--- config.mk ---
export PLATFORM = sky130hd
export DESIGN_NAME = text_buffer_16x16
export DESIGN_NICKNAME = d
export VERILOG_FILES = /design/src/rtl/text_buffer_16x16.sv
export SDC_FILE = /design/constraint.sdc
export NUM_CORES = 2
export LEC_CHECK = 0
export BUFFER_PORTS_ARGS = -buffer_cell sky130_fd_sc_hd__buf_2
export CORE_MARGIN = 4
export CORE_UTILIZATION = 51
export DETAILED_ROUTE_END_ITERATION = 10
export MAX_ROUTING_LAYER = met4
export PLACE_DENSITY_LB_ADDON = 0.3
export SYNTH_ARGS = -nofsm -noshare
export SYNTH_HDL_FRONTEND = slang
export SYNTH_SLANG_ARGS = --single-unit
--- constraint.sdc ---
create_clock -name clk -period 8.3 [get_ports clk]
set_input_delay 0.415 -clock clk [delete_from_list [all_inputs] [get_ports clk]]
set_output_delay 0.415 -clock clk [all_outputs]
set_load 0.01 [all_outputs]
--- src/rtl/text_buffer_16x16.sv ---
// Writable ROWS x COLS character buffer: handshaked byte-stream writes at an auto-advancing cursor,
// registered read port. Optional blinking cursor overlay is enabled by defining TEXT_CURSOR_EN.
module text_buffer_16x16 #(
  parameter int unsigned COLS      = 16,
  parameter int unsigned ROWS      = 16,
  parameter int unsigned CODE_W    = 7,
  parameter int unsigned BLINK_DIV = 25_000_000,
  localparam int unsigned COL_W    = $clog2(COLS),
  localparam int unsigned ROW_W    = $clog2(ROWS),
  localparam int unsigned XY_W     = ROW_W + COL_W
) (
  input  logic              clk,
  input  logic              rst,
  input  logic              wr_valid,
  input  logic [CODE_W-1:0] wr_code,
  output logic              wr_ready,
  input  logic [XY_W-1:0]   char_xy,
  output logic [CODE_W-1:0] char_code,
  output logic [XY_W-1:0]   cursor_xy,
  output logic              busy
);

  localparam int unsigned DEPTH = ROWS * COLS;
  localparam int unsigned AW    = $clog2(DEPTH);

  localparam logic [CODE_W-1:0] SPACE   = CODE_W'('h20);
  localparam logic [CODE_W-1:0] TILDE   = CODE_W'('h7E);
  localparam logic [CODE_W-1:0] NEWLINE = CODE_W'('h0A);
  localparam logic [CODE_W-1:0] BKSP    = CODE_W'('h08);
  localparam logic [CODE_W-1:0] FORMFD  = CODE_W'('h0C);

  localparam logic [COL_W-1:0] COL_LAST   = COL_W'(COLS - 1);
  localparam logic [ROW_W-1:0] ROW_LAST   = ROW_W'(ROWS - 1);
  localparam logic [AW-1:0]    SWEEP_LAST = AW'(DEPTH - 1);

  if (COLS < 2 || ROWS < 2 || BLINK_DIV < 1) begin : g_bad_params
    $error("text_buffer_16x16: COLS/ROWS must be >= 2 and BLINK_DIV >= 1");
  end

  typedef enum logic {ST_CLEAR, ST_IDLE} state_t;

  state_t            state_q, state_d;
  logic [AW-1:0]     sweep_q, sweep_d;
  logic [ROW_W-1:0]  row_q, row_d;
  logic [COL_W-1:0]  col_q, col_d;
  logic [CODE_W-1:0] char_code_q, char_code_d;

  logic [CODE_W-1:0] mem [DEPTH];
  logic              mem_we;
  logic [AW-1:0]     mem_waddr;
  logic [CODE_W-1:0] mem_wdata;

  logic [ROW_W-1:0]  rd_row;
  logic [COL_W-1:0]  rd_col;
  logic              rd_in_range;
  logic [AW-1:0]     rd_idx;
  logic [AW-1:0]     cur_idx;

  assign wr_ready  = (state_q == ST_IDLE);
  assign busy      = (state_q == ST_CLEAR);
  assign cursor_xy = {row_q, col_q};
  assign char_code = char_code_q;

  assign rd_row      = char_xy[XY_W-1:COL_W];
  assign rd_col      = char_xy[COL_W-1:0];
  assign rd_in_range = (32'(rd_col) < COLS) && (32'(rd_row) < ROWS);
  assign rd_idx      = rd_in_range ? AW'(32'(rd_row) * COLS + 32'(rd_col)) : '0;
  assign cur_idx     = AW'(32'(row_q) * COLS + 32'(col_q));

`ifdef TEXT_CURSOR_EN
  localparam int unsigned BLINK_W = (BLINK_DIV > 1) ? $clog2(BLINK_DIV) : 1;

  logic [BLINK_W-1:0] blink_cnt_q, blink_cnt_d;
  logic               blink_phase_q, blink_phase_d;

  always_comb begin
    blink_cnt_d   = blink_cnt_q + BLINK_W'(1);
    blink_phase_d = blink_phase_q;
    if (blink_cnt_q == BLINK_W'(BLINK_DIV - 1)) begin
      blink_cnt_d   = '0;
      blink_phase_d = ~blink_phase_q;
    end
  end

  always_ff @(posedge clk or posedge rst) begin
    if (rst) begin
      blink_cnt_q   <= '0;
      blink_phase_q <= 1'b0;
    end else begin
      blink_cnt_q   <= blink_cnt_d;
      blink_phase_q <= blink_phase_d;
    end
  end
`endif

  // Control FSM: clear sweep plus cursor handling of accepted codes.
  always_comb begin
    state_d   = state_q;
    sweep_d   = sweep_q;
    row_d     = row_q;
    col_d     = col_q;
    mem_we    = 1'b0;
    mem_waddr = cur_idx;
    mem_wdata = wr_code;
    unique case (state_q)
      ST_CLEAR: begin
        mem_we    = 1'b1;
        mem_waddr = sweep_q;
        mem_wdata = SPACE;
        if (sweep_q == SWEEP_LAST) begin
          state_d = ST_IDLE;
        end else begin
          sweep_d = sweep_q + AW'(1);
        end
      end
      ST_IDLE: begin
        if (wr_valid) begin
          if (wr_code >= SPACE && wr_code <= TILDE) begin
            mem_we = 1'b1;
            if (col_q == COL_LAST) begin
              col_d = '0;
              row_d = (row_q == ROW_LAST) ? '0 : row_q + ROW_W'(1);
            end else begin
              col_d = col_q + COL_W'(1);
            end
          end else if (wr_code == NEWLINE) begin
            col_d = '0;
            row_d = (row_q == ROW_LAST) ? '0 : row_q + ROW_W'(1);
          end else if (wr_code == BKSP) begin
            if (col_q != '0) begin
              col_d = col_q - COL_W'(1);
            end else if (row_q != '0) begin
              col_d = COL_LAST;
              row_d = row_q - ROW_W'(1);
            end
          end else if (wr_code == FORMFD) begin
            row_d   = '0;
            col_d   = '0;
            sweep_d = '0;
            state_d = ST_CLEAR;
          end
        end
      end
      default: state_d = ST_CLEAR;
    endcase
  end

  always_comb begin
    if (state_q == ST_CLEAR || !rd_in_range) begin
      char_code_d = SPACE;
`ifdef TEXT_CURSOR_EN
    end else if (blink_phase_q && char_xy == cursor_xy) begin
      char_code_d = CODE_W'('h5F);
`endif
    end else begin
      char_code_d = mem[rd_idx];
    end
  end

  // Read-first: the read above sees the content from before this edge's write.
  always_ff @(posedge clk) begin
    if (mem_we) begin
      mem[mem_waddr] <= mem_wdata;
    end
  end

  always_ff @(posedge clk or posedge rst) begin
    if (rst) begin
      state_q     <= ST_CLEAR;
      sweep_q     <= '0;
      row_q       <= '0;
      col_q       <= '0;
      char_code_q <= SPACE;
    end else begin
      state_q     <= state_d;
      sweep_q     <= sweep_d;
      row_q       <= row_d;
      col_q       <= col_d;
      char_code_q <= char_code_d;
    end
  end

endmodule

==> impl_results.md <==
* Post-Syn Area per Cell at between 15 and 20 um2
* Initial drt markers at 4078
* Proportion of layout cells with a drive suffix above 1 at 19.1%
* Maximum fanout encountered on the critical timing path at a little under 60
* Net switching fraction of the power at 23.3%
* Number of antenna violations at the first check in global routing at 7
* Total of warnings raised by yosys at 0
* Predominant post-synthesis flop cell: edfxtp_1
* Number of clock buffers inserted by TritonCTS at roughly 180
* Post-layout min period at 4.04 ns
* Final setup viols at 0
* Filler Cell Count at 10258
* Portion of total power attributed to combinational logic at about 8.0%
* Register clock-pin slew on the reported worst setup and hold paths at 0.06 ns
* Post-detailed-placement cell area at 73600 um2
* Die Ht at 383 um
* CTS tree: yes
* Worst slack at placement at 3.57 ns
* Final cell area excluding filler cells at around 79000 um2
* Final number of hold-violating endpoints at 0
* Area of the die at 147000 um2
* Post-route DRC at 0
* Setup slack, reg-to-reg at 4.33 ns
* Worst clock skew at 0.0236 ns
* Share of total power in the clock network at around two fifths
* Number of nets with antenna violations after detailed routing at 0
* Final net count at 3700
* Number of buffers between clock root and the deepest sink at 3
* Clock Root Buffer: clkbuf_16
* Effective utilization at floorplan at 51.5%
* Fraction of registers with async set/reset at 1.32%
* Global-route usage over all layers at 24.6%
* Share of the core filled with cells at 56.6%
* Required arrival time at the worst endpoint at 9.01 ns
* Number of cells produced by synthesis at 3609
* Number of synthesized register bits at 1816
* Max-cap violations at 0
* Final setup margin at 4.26 ns
* Routed vias/inst at 6.36
* Vias in the first global route at 35802
* Final number of max-transition violations at 0
* R2R depth at 5
* Setup tns final at 0 ns
* Number of top-level pins at 35
* Relative area change from synthesis to final layout at 10.0%
* Post-synthesis sequential area ratio at 75.7%
* Setup crit start kind: input port
* Number of flops mapped to enable cells by yosys at 1792
* Worst VDD drop at approximately 0.22 mV
* Final weighted congestion in routability-driven placement at 0.842
* Total nets after synthesis at roughly 3600
* Global-route wire length before repair at 254000 um
* Pwr/cell area at 249 nW/um2
* Number of gates resized after CTS at 0
* Count of vias placed by the detailed router at approximately 36000
* Cell-internal power at 0.0151 W
* Share of the clock period used by the worst path at between 40% and 50%
* Kind of end point of the critical path: register
* Die width at approximately 380 um
* Post-Syn Area at 71900 um2
* CTS H-Tree Depth at 4
* Measured slew at the worst slew-check pin at roughly 1.3 ns
* Min-Delay Path Depth at 4
* Tightest slew margin relative to the limit at 15.7%
* Category of the critical setup timing path: in2reg
* Detail-routed net length per standard cell at a little over 30 um
* Highest clock frequency the design can meet at 0.248 GHz
* Status: finished clean
* Router iterations before antenna repair at 6
* Sequential group share of total power at 52.9%
* Setup repair after global routing missed its margin: false
* Total power of the final layout at 0.0197 W
* CP Data Arrival Time at 4.75 ns
* TritonCTS Sinks at 1816
* HPWL after DPL at 103000 um
* Post-synthesis cell type count at 75
* P_leak at 24.8 nW
* Overflow left after global routing at 0
* Setup Buffers After CTS at 0
* CORE AREA at 140000 um2
* Final wirelength at 174000 um
* Largest net degree at the start of global routing at 189
* Clock latency reported for the late side of the worst-skew pair at 0.80 ns
* # hold bufs at CTS at 1
* Tightest Hold Check Type: in2reg
* Power spent charging and discharging nets at approximately 0.0046 W
* Cell Rows at around 140
* Port-buffer cells at 34
==> power groups by stage <==
stage | clock [W] | combinational [W] | sequential (W)
6_report | 0.00771 | 0.00157 | 0.0104
5_1_grt | 0.00821 | 0.00166 | 0.0104
4_1_cts | 0.00780 | 0.00157 | 0.0104
3_5_place_dp | 0 | 0.00156 | 0.0106
3_3_place_gp | 0 | 0.00154 | 0.0106
2_1_floorplan | 0 | 0.000930 | 0.0107
==> worst paths after layout <==
| kind | start | to |
|---|---|---|
| worst min-delay path | wr_valid | col_q[0] |
| worst max-delay path | char_xy[2] | char_code[2] |
| worst max register to register | wr_ready | mem[88][3] |
| min in group asynchronous | rst | row_q[1] |
| worst min register to register | sweep_q[1] | sweep_q[1] |
| max in group asynchronous | rst | char_code[5] |
==> state kept, by name, summed over array words and instances (netlist names) <==
name and count:
wr_ready 1, row_q 4, col_q 4, sweep_q 8, char_code 7, mem 1792
==> cells by family (layout without fill, tap and decap cells) <==
group,Yosys count,in the layout,share of synthesized area (%)
flip-flops,1816,1816,75.7
multiplexers,602,602,14.8
AND/OR/NAND/NOR,547,547,3.25
AO/OA/AOI/OAI,406,406,4.01
buffers and inverters,231,442,2.19
adder cells (fa/ha/maj),6,6,0.104
XOR/XNOR,1,1,0.0122
other,0,6,0
==> metrics by stage <==
step	std cells	hold WS, ns
global placement	5372	0.541
floorplan	3609	0.429
CTS	5696	0.0807
global route	5701	0.169
finish	5702	0.139
detailed placement	5372	0.541
==> placed cells by master (no fill, tap or decap), types with 26 or more instances in the layout <==
master	n
edfxtp_1	1792
mux4_2	340
nor2_1	302
mux2i_1	229
clkbuf_16	180
nand2_1	118
o221ai_1	94
a21oi_1	71
buf_4	65
o22ai_1	57
o21ai_0	46
clkbuf_1	41
clkinv_1	40
clkinv_2	36
buf_2	30
nand3_1	26
==> synth_stat cells, drive strengths merged (4+ instances only) <==
| master | instances | area [um2] |
|---|---|---|
| o211ai | 14 | 105 |
| o21ai | 48 | 240 |
| nor3 | 15 | 75.1 |
| mux4 | 359 | 8160 |
| edfxtp | 1792 | 53800 |
| a22oi | 23 | 173 |
| o41ai | 4 | 35.0 |
| nand3 | 26 | 130 |
| o221ai | 94 | 823 |
| a211o | 6 | 52.6 |
| dfrtp | 23 | 576 |
| and2 | 18 | 113 |
| nor4 | 9 | 56.3 |
| a211oi | 12 | 90.1 |
| nor2 | 304 | 1140 |
| a21oi | 71 | 355 |
| ha | 6 | 75.1 |
| o2111ai | 5 | 50.0 |
| nand2 | 119 | 447 |
| buf | 123 | 1170 |
| nand2b | 9 | 56.3 |
| mux2 | 14 | 158 |
| a31oi | 12 | 75.1 |
| clkbuf | 93 | 353 |
| a2111oi | 7 | 61.3 |
| nand3b | 6 | 48.8 |
| mux2i | 229 | 2290 |
| a221oi | 9 | 85.1 |
| a22o | 6 | 52.6 |
| o22ai | 58 | 369 |
| inv | 14 | 52.6 |
| o31ai | 9 | 67.6 |
| nand4 | 11 | 68.8 |
| nor2b | 17 | 106 |
==> routing by layer <==
layer | vias up | global-route usage (%) | share of wire [%]
met4 | 0 | 7.61 | 3.0
met3 | 309 | 5.61 | 9.8
li1 | 15078 | - | -
met5 | - | - | 0
met1 | 19059 | 34.1 | 40
met2 | 1803 | 36.9 | 47
==> area by class of cell <==
cell class	instances	area, um2	area share (%)
diodes	6	15.0	0.0190
inverters	15	62.6	0.0791
flip-flops and latches	1816	54400	68.8
well taps	1876	2350	2.97
repair buffers	104	798	1.01
multi-input cells	1562	16000	20.2
clock buffers	221	4660	5.89
clock inverters	102	861	1.09
==> critical path: stages <==
cell      delay [ns]
buf_4           0.69
buf_4           0.49
nand2b_4        0.63
buf_4           0.56
o221ai_1        0.36
nor3_1          0.09
nor4_1          0.69
nand4_1         0.46
o22ai_2         0.28
Power figures use the tool's default switching activity.
